===== src/rtl/ram_stream_reader.sv =====
// ram_stream_reader
//   Drain side of a single-clock block-RAM ring buffer. It drives the read port of the RAM
//   and follows the writer's pointer. It absorbs the one-cycle RAM read latency and delivers
//   words on a valid/ready stream through a two-entry (head + skid) buffer, so it can sustain
//   one word per cycle. It also returns its consumed-word pointer to the writer, which uses it
//   for full detection.
//
// Ports
//   clk_i        sole clock (RAM read clock and writer share it)
//   rst_i        synchronous reset, active-high; overrides everything
//   wptr_i       writer pointer incl. wrap bit (AW+1)
//   rptr_o       words captured from RAM into the buffer (AW+1), fed back to writer
//   level_o      wptr_i - rptr_o, mod 2**(AW+1)
//   raddr_o      RAM read address
//   re_o         RAM read enable
//   rclke_o      RAM read clock enable, tied high
//   rdata_i      RAM read data, valid the cycle after a re_o edge
//   flush_i      drop all pending data and jump to wptr_i
//   out_data_o   stream data (buffer head)
//   out_valid_o  stream valid
//   out_ready_i  stream ready
module ram_stream_reader #(
    parameter int unsigned AW = 8,
    parameter int unsigned DW = 32
) (
    input  logic          clk_i,
    input  logic          rst_i,
    input  logic [AW:0]   wptr_i,
    output logic [AW:0]   rptr_o,
    output logic [AW:0]   level_o,
    output logic [AW-1:0] raddr_o,
    output logic          re_o,
    output logic          rclke_o,
    input  logic [DW-1:0] rdata_i,
    input  logic          flush_i,
    output logic [DW-1:0] out_data_o,
    output logic          out_valid_o,
    input  logic          out_ready_i
);

    logic [AW:0]   iptr_q, iptr_d;
    logic [AW:0]   rptr_q, rptr_d;
    logic          infl_q, infl_d;
    logic [1:0]    occ_q, occ_d;
    logic [DW-1:0] head_q, head_d;
    logic [DW-1:0] skid_q, skid_d;

    logic          pop;
    logic [2:0]    fill;        // buffer occupancy after this edge, before any new issue
    logic [1:0]    occ_after_pop;

    always_comb begin
        pop           = out_valid_o & out_ready_i;
        // pop implies occ_q >= 1, so this never underflows
        fill          = {1'b0, occ_q} + {2'b00, infl_q} - {2'b00, pop};
        occ_after_pop = occ_q - {1'b0, pop};

        re_o = ~rst_i & ~flush_i & (iptr_q != wptr_i) & (fill < 3'd2);

        iptr_d = iptr_q;
        rptr_d = rptr_q;
        infl_d = 1'b0;
        occ_d  = occ_q;
        head_d = head_q;
        skid_d = skid_q;

        if (flush_i) begin
            // In-flight RDATA and buffered words are simply forgotten; head keeps its value.
            iptr_d = wptr_i;
            rptr_d = wptr_i;
            occ_d  = 2'd0;
        end else begin
            iptr_d = iptr_q + {{AW{1'b0}}, re_o};
            infl_d = re_o;
            rptr_d = rptr_q + {{AW{1'b0}}, infl_q};
            occ_d  = fill[1:0];

            if (pop && (occ_q == 2'd2)) begin
                head_d = skid_q;
            end
            if (infl_q) begin
                if (occ_after_pop == 2'd0) begin
                    head_d = rdata_i;
                end else begin
                    skid_d = rdata_i;
                end
            end
        end
    end

    always_ff @(posedge clk_i) begin
        if (rst_i) begin
            iptr_q <= '0;
            rptr_q <= '0;
            infl_q <= 1'b0;
            occ_q  <= 2'd0;
            head_q <= '0;
            skid_q <= '0;
        end else begin
            iptr_q <= iptr_d;
            rptr_q <= rptr_d;
            infl_q <= infl_d;
            occ_q  <= occ_d;
            head_q <= head_d;
            skid_q <= skid_d;
        end
    end

    assign raddr_o     = iptr_q[AW-1:0];
    assign rclke_o     = 1'b1;
    assign rptr_o      = rptr_q;
    assign level_o     = wptr_i - rptr_q;
    assign out_valid_o = (occ_q != 2'd0);
    assign out_data_o  = head_q;

endmodule


===== config.mk =====
export PLATFORM = sky130hd
export DESIGN_NAME = ram_stream_reader
export DESIGN_NICKNAME = d
export VERILOG_FILES = /design/src/rtl/ram_stream_reader.sv
export SDC_FILE = /design/constraint.sdc
export NUM_CORES = 1
export LEC_CHECK = 0
export ABC_CLOCK_PERIOD_IN_PS = 7270
export BUFFER_PORTS_ARGS = -buffer_cell sky130_fd_sc_hd__buf_2
export CAP_MARGIN = 20
export CORE_UTILIZATION = 50
export CTS_CLUSTER_SIZE = 20
export DETAILED_ROUTE_END_ITERATION = 7
export PLACE_DENSITY = 0.73
export SYNTH_ARGS = -nofsm -noshare
export SYNTH_HDL_FRONTEND = slang
export SYNTH_SLANG_ARGS = --single-unit

===== constraint.sdc =====
create_clock -name clk_i -period 7.27 [get_ports clk_i]
set_input_delay 1.0905 -clock clk_i [delete_from_list [all_inputs] [get_ports clk_i]]
set_output_delay 1.0905 -clock clk_i [all_outputs]
set_load 0.02 [all_outputs]

== Word level (Yosys, flattened, before mapping) ==
Cells that the tools add are included.
Widths: inputs -> output; s select.

* Bits in registers: 85
* Input bits: 45
* Output and inout port bits: 61

* Reduce and logical (&&, ||, !) cells: 5
* Equal/unequal tests: 2
* Add/sub/neg operators: 6
* Bitwise operators: 7
* Order comparisons: 1
* Mux-type cells: 5

{| class="wikitable"
|+ Operators with widths
! operator !! number
|-
| $mux 32 || 3
|-
| $add 9x1->9 || 2
|-
| $mux 9 || 2
|-
| $ne 9x9->1 || 1
|-
| $sub 9x9->9 || 1
|-
| $and 1x1->1 || 4
|-
| $add 2x1->3 || 1
|-
| $lt 3x2->1 const B || 1
|-
| $not 1->1 || 3
|-
| $reduce_and 3->1 || 1
|-
| $sub 3x1->3 || 1
|-
| $eq 2x2->1 const B || 1
|-
| $logic_not 2->1 || 1
|-
| $reduce_bool 2->1 || 1
|-
| $reduce_or 2->1 || 1
|-
| $sub 2x1->2 || 1
|-
| $logic_and 1x1->1 || 1
|}

== Depth between registers and ports, before layout ==
* Depth in word-level cells: 7
* Gate-level depth with buffers: 15
* Gate-level depth less buffers: 15

== Least setup slack after synthesis ==
Ideal clock, no wire load.

* Path kind: input-to-reg
* Start point: input out_ready_i
* End point: register iptr_q[8]
* Stages: 15
* Slack: 3,587 ps
* Arrival: 3,607 ps
* Cells stage by stage: nand2b_1 -> nand2_1 -> ha_1 -> inv_1 -> fa_1 -> xnor2_1 -> nand3_1 -> a31oi_1 -> ha_1 -> ha_1 -> nand3_1 -> nor2_1 -> nand3_1 -> xor2_1 -> a21boi_0

* Longest elaborated chain between the ends: 6

{| class="wikitable"
|+ Ends and longest elaborated chain
! what !! RTL line !! source
|-
| from (decl) || 38 || <nowiki>input logic out_ready_i</nowiki>
|-
| $and 1x1->1 || 53 || <nowiki>pop = out_valid_o & out_ready_i;</nowiki>
|-
| $sub 3x1->3 || 55 || <nowiki>fill = {1'b0, occ_q} + {2'b00, infl_q} - {2'b00, pop};</nowiki>
|-
| $lt 3x2->1 || 58 || <nowiki>re_o = ~rst_i & ~flush_i & (iptr_q != wptr_i) & (fill < 3'd2);</nowiki>
|-
| $and 1x1->1 || 58 ||
|-
| net re_o || 32 || <nowiki>output logic re_o,</nowiki>
|-
| $add 9x1->9 || 73 || <nowiki>iptr_d = iptr_q + {{AW{1'b0}}, re_o};</nowiki>
|-
| $mux 9 || 67 || <nowiki>if (flush_i) begin</nowiki>
|-
| to (signal assigned) || 100 || <nowiki>iptr_q <= iptr_d;</nowiki>
|-
| to (decl) || 41 || <nowiki>logic [AW:0] iptr_q, iptr_d;</nowiki>
|}

The timed path passes the listed nets, and every way through them passes these cells.
A chain may end at the register's enable or synchronous reset.

== Final worst setup path ==
* Start point: input wptr_i[0]
* End point: output level_o[8]

* Longest elaborated chain between the ends: 1

{| class="wikitable"
|+ Ends and longest elaborated chain
! what !! RTL line !! source
|-
| from (decl) || 28 || <nowiki>input logic [AW:0] wptr_i,</nowiki>
|-
| $sub 9x9->9 || 112 || <nowiki>assign level_o = wptr_i - rptr_q;</nowiki>
|-
| to (decl) || 30 || <nowiki>output logic [AW:0] level_o,</nowiki>
|}

No other way between the ends.

==> impl_summary.log <==
INFO  metric avgSynthCellArea = around 9 um^2
INFO  metric tritoncts = built
INFO  metric hpwl = 6270 um
INFO  metric rsz0062_at_grt = false
INFO  metric insertion_delay_to_the_later_sink_of_the_worst_skew_pair = approximately 0.34 ns
INFO  metric grt_pass1_vias = ~3100
INFO  metric power.combinational.fraction = ~16%
INFO  metric cellPowerDensity = about 220 nW/um^2
INFO  metric synthMuxAreaShare = 0%
INFO  metric drt-vias-per-instance = ~5.3
INFO  metric grt_start_max_net_pins = 51
INFO  metric yosysWarningCount = 0
INFO  metric wl = just under 9000 um
INFO  metric cts_hold_buffers = 0
INFO  metric count_of_nets_after_finishing = slightly below 600
INFO  metric timing.max_cap.violations = 0
INFO  metric finalHoldViolations = 0
INFO  metric power = 1010 uW
INFO  metric min-delay-path-class = flip-flop to flip-flop
INFO  metric clock_path_buffers = 2
INFO  metric initialDrtViolationCount = around 150
INFO  metric dr.pass1.iters = 4
INFO  metric seq_power_share = between 40% and 50%
INFO  metric synth_compound_gate_area_share = between 20% and 30%
INFO  metric route.detailed.wl_per_inst = roughly 14 um
INFO  metric largest_fanout_on_the_critical_path = 3
INFO  metric min_period_over_period = a little over half
INFO  metric timing.final.ws_setup = between 3 and 4 ns
INFO  metric die_area = roughly 8200 um^2
INFO  metric routed-via-count = around 3300
INFO  metric main_combinational_cell_family_by_area_after_synthesis = compound AO/OA/AOI/OAI gates
INFO  metric max-vdd-ir-drop = 0.134 mV
INFO  metric timing.clock.skew = ~0.0085 ns
INFO  metric synth-seq-area-share = between 40% and 50%
INFO  metric report.final.slew_viol_count = 0
INFO  metric most-common-layout-cells = 104 x sky130_fd_sc_hd__buf_2, 85 x sky130_fd_sc_hd__dfxtp_1, 76 x sky130_fd_sc_hd__nand2_1
INFO  metric antennaDiodeCount = 0
INFO  metric grt_use_total = 22.1%
INFO  metric switching_share = approximately 27%
INFO  metric worst_slew_pin_slew = roughly 1.1 ns
INFO  metric clock_tree.root_cell = sky130_fd_sc_hd__clkbuf_8
INFO  metric die-height = 90.4 um
INFO  metric coreArea = 7410 um^2
INFO  metric effective_utilization_at_floorplan = 52.7%
INFO  metric leakage = between 0.002 and 0.0025 uW
INFO  metric r2r_slack = ~4.2 ns
INFO  metric status = finished, final reports clean
INFO  metric wp_data_arrival = 2.81 ns
INFO  metric first_element_of_the_critical_path = wptr_i[0]
INFO  metric setup.worst_path.start_class = primary input
INFO  metric crit_path_end_kind = primary output
INFO  metric initial_antenna_violation_count = 0
INFO  metric setup_total_negative_slack = 0 ns
INFO  metric worst_ep_required = approximately 6.2 ns
INFO  metric timing.hold.worst.start = out_data_o[12]
INFO  metric drc = 0
INFO  metric cts_htree_levels = 3
INFO  metric layout_commonest_cell = sky130_fd_sc_hd__buf_2
INFO  metric cts_buffers = 9
INFO  metric pin_count = around 110
INFO  metric slew_headroom = 29.4%
INFO  metric tritoncts_num_sinks = 85
INFO  metric clkTransAtPathRegs = roughly 0.080 ns
INFO  metric synthToLayoutAreaGrowth = 19.0%
INFO  metric synthesis.instances = about 430
INFO  metric placementRows = 31
INFO  metric post_cts.repair.setup_buffers = 0
INFO  metric synth.distinct_cells = 42
INFO  metric post_synth_xor_xnor_area = approximately 7.2%
INFO  metric synth.net_count = around 500
INFO  metric utilization = a little over three fifths
INFO  metric critPathKind = primary input to primary output
INFO  metric period_needed = slightly below 4 ns
INFO  metric postRouteAntennaNets = 0
INFO  metric power.share.clock = a little over a third
INFO  metric r2r_start = occ_q[1]
INFO  metric report.final.setup_viol = 0
INFO  metric simple_logic_cell_fraction_of_the_synthesized_area = between 10% and 20%
INFO  metric ys_ff_latch = 85
INFO  metric postCtsResizedCells = 0
INFO  metric switchingPower = roughly 280 uW
INFO  metric place_ws = about 3.4 ns
INFO  metric synthAdderAreaFrac = about 5.5%
INFO  metric gpl.final_weighted_congestion = about 0.8
INFO  metric grt_first_pass_wirelength = ~15000 um
INFO  metric overflow = 0
INFO  metric fmaxAchievable = between 200 and 300 MHz
INFO  metric die_width = about 90 um
INFO  metric drive_above_1_share = between 20% and 30%
INFO  metric netlist_area = 3900 um^2
INFO  metric p_int = 738 uW
INFO  metric port_buffers = between 100 and 150
[through the flow]
stage	instance area [um^2]	std cells	hold WS [ns]
floorplan	3900	434	0.436
global placement	4430	610	0.428
detailed placement	4430	610	0.433
CTS	4640	626	0.453
global route	4640	626	0.462
finish	4640	626	0.449
[final cells by class]
class                      instances  area, um^2
clock buffer                      11         131
clock inverter                     5        83.8
fill                             665        2760
inverter                          19        71.3
multi-input combinational        298        1970
sequential                        85        1700
tap                               99         124
timing repair buffer             109         558
[final timing paths]
| kind | end | cells past startpoint |
|---|---|---|
| worst min register to register | out_data_o[12] | 1 |
| worst min-delay path | out_data_o[12] | 1 |
| worst max-delay path | level_o[8] | 10 |
| worst max register to register | iptr_q[8] | 15 |
[routing by layer]
layer,track usage (%),part of all wire (%),up-vias
met5,0,0,-
met4,5.91,0.87,0
met3,5.64,4.0,8
met2,37.0,49,83
met1,28.3,46,1570
li1,-,-,1658
[power by group through the flow]
| stage | registers (uW) | logic (uW) | clock network [uW] |
|---|---|---|---|
| floorplan | 513 | 96.1 | 0 |
| CTS | 493 | 159 | 370 |
| global placement | 503 | 156 | 0 |
| global route | 495 | 171 | 391 |
| finish | 493 | 158 | 362 |
| detailed placement | 504 | 158 | 0 |
[flip-flops by register name, indices dropped and copies added, names as in the netlist]
name	flops
occ_q	2
out_data_o	32
rptr_o	9
infl_q	1
skid_q	32
iptr_q	9
[cells by family (layout without fill, tap and decap cells)]
| logic type | Yosys count | count (layout) |
|---|---|---|
| AO/OA/AOI/OAI | 133 | 133 |
| other | 1 | 1 |
| buffers and inverters | 51 | 144 |
| flip-flops | 85 | 85 |
| XOR/XNOR | 32 | 32 |
| AND/OR/NAND/NOR | 116 | 116 |
| adder cells (fa/ha/maj) | 16 | 16 |
[synth_stat cells (all sizes together)]
library cell	n	share of area [%]
nand3b	1	0.51
a32oi	1	0.22
o2111ai	1	0.22
a22o	31	7.0
inv	19	1.8
nand4	1	0.16
nand2	76	7.3
dfxtp	85	44
o41ai	2	0.45
a41o	1	0.26
o22a	1	0.22
clkbuf	10	0.96
and3	4	0.64
nor2b	1	0.16
nand3	11	1.4
o21a	1	0.19
nor3	4	0.64
conb	1	0.096
nor2	10	0.96
o21bai	4	0.77
a211oi	2	0.38
fa	2	1.0
a21boi	4	0.77
nor4	1	0.16
ha	14	4.5
a21o	33	6.3
and2	1	0.16
a31oi	2	0.32
buf	22	3.4
nor3b	2	0.80
xor2	6	1.3
xnor2	26	5.8
nand2b	1	0.16
or2	2	0.32
o211ai	1	0.32
nand4b	1	0.22
o31a	1	0.22
a21oi	48	6.2
[critical path, cell delays in order]
cell	delay, ns
sky130_fd_sc_hd__buf_2	0.12
sky130_fd_sc_hd__inv_1	0.05
sky130_fd_sc_hd__ha_1	0.18
sky130_fd_sc_hd__fa_1	0.22
sky130_fd_sc_hd__inv_1	0.05
sky130_fd_sc_hd__a21o_1	0.16
sky130_fd_sc_hd__a41o_1	0.26
sky130_fd_sc_hd__o41ai_1	0.34
sky130_fd_sc_hd__xnor2_1	0.16
sky130_fd_sc_hd__buf_2	0.18
Note: power is estimated with default switching activity, not from simulation.
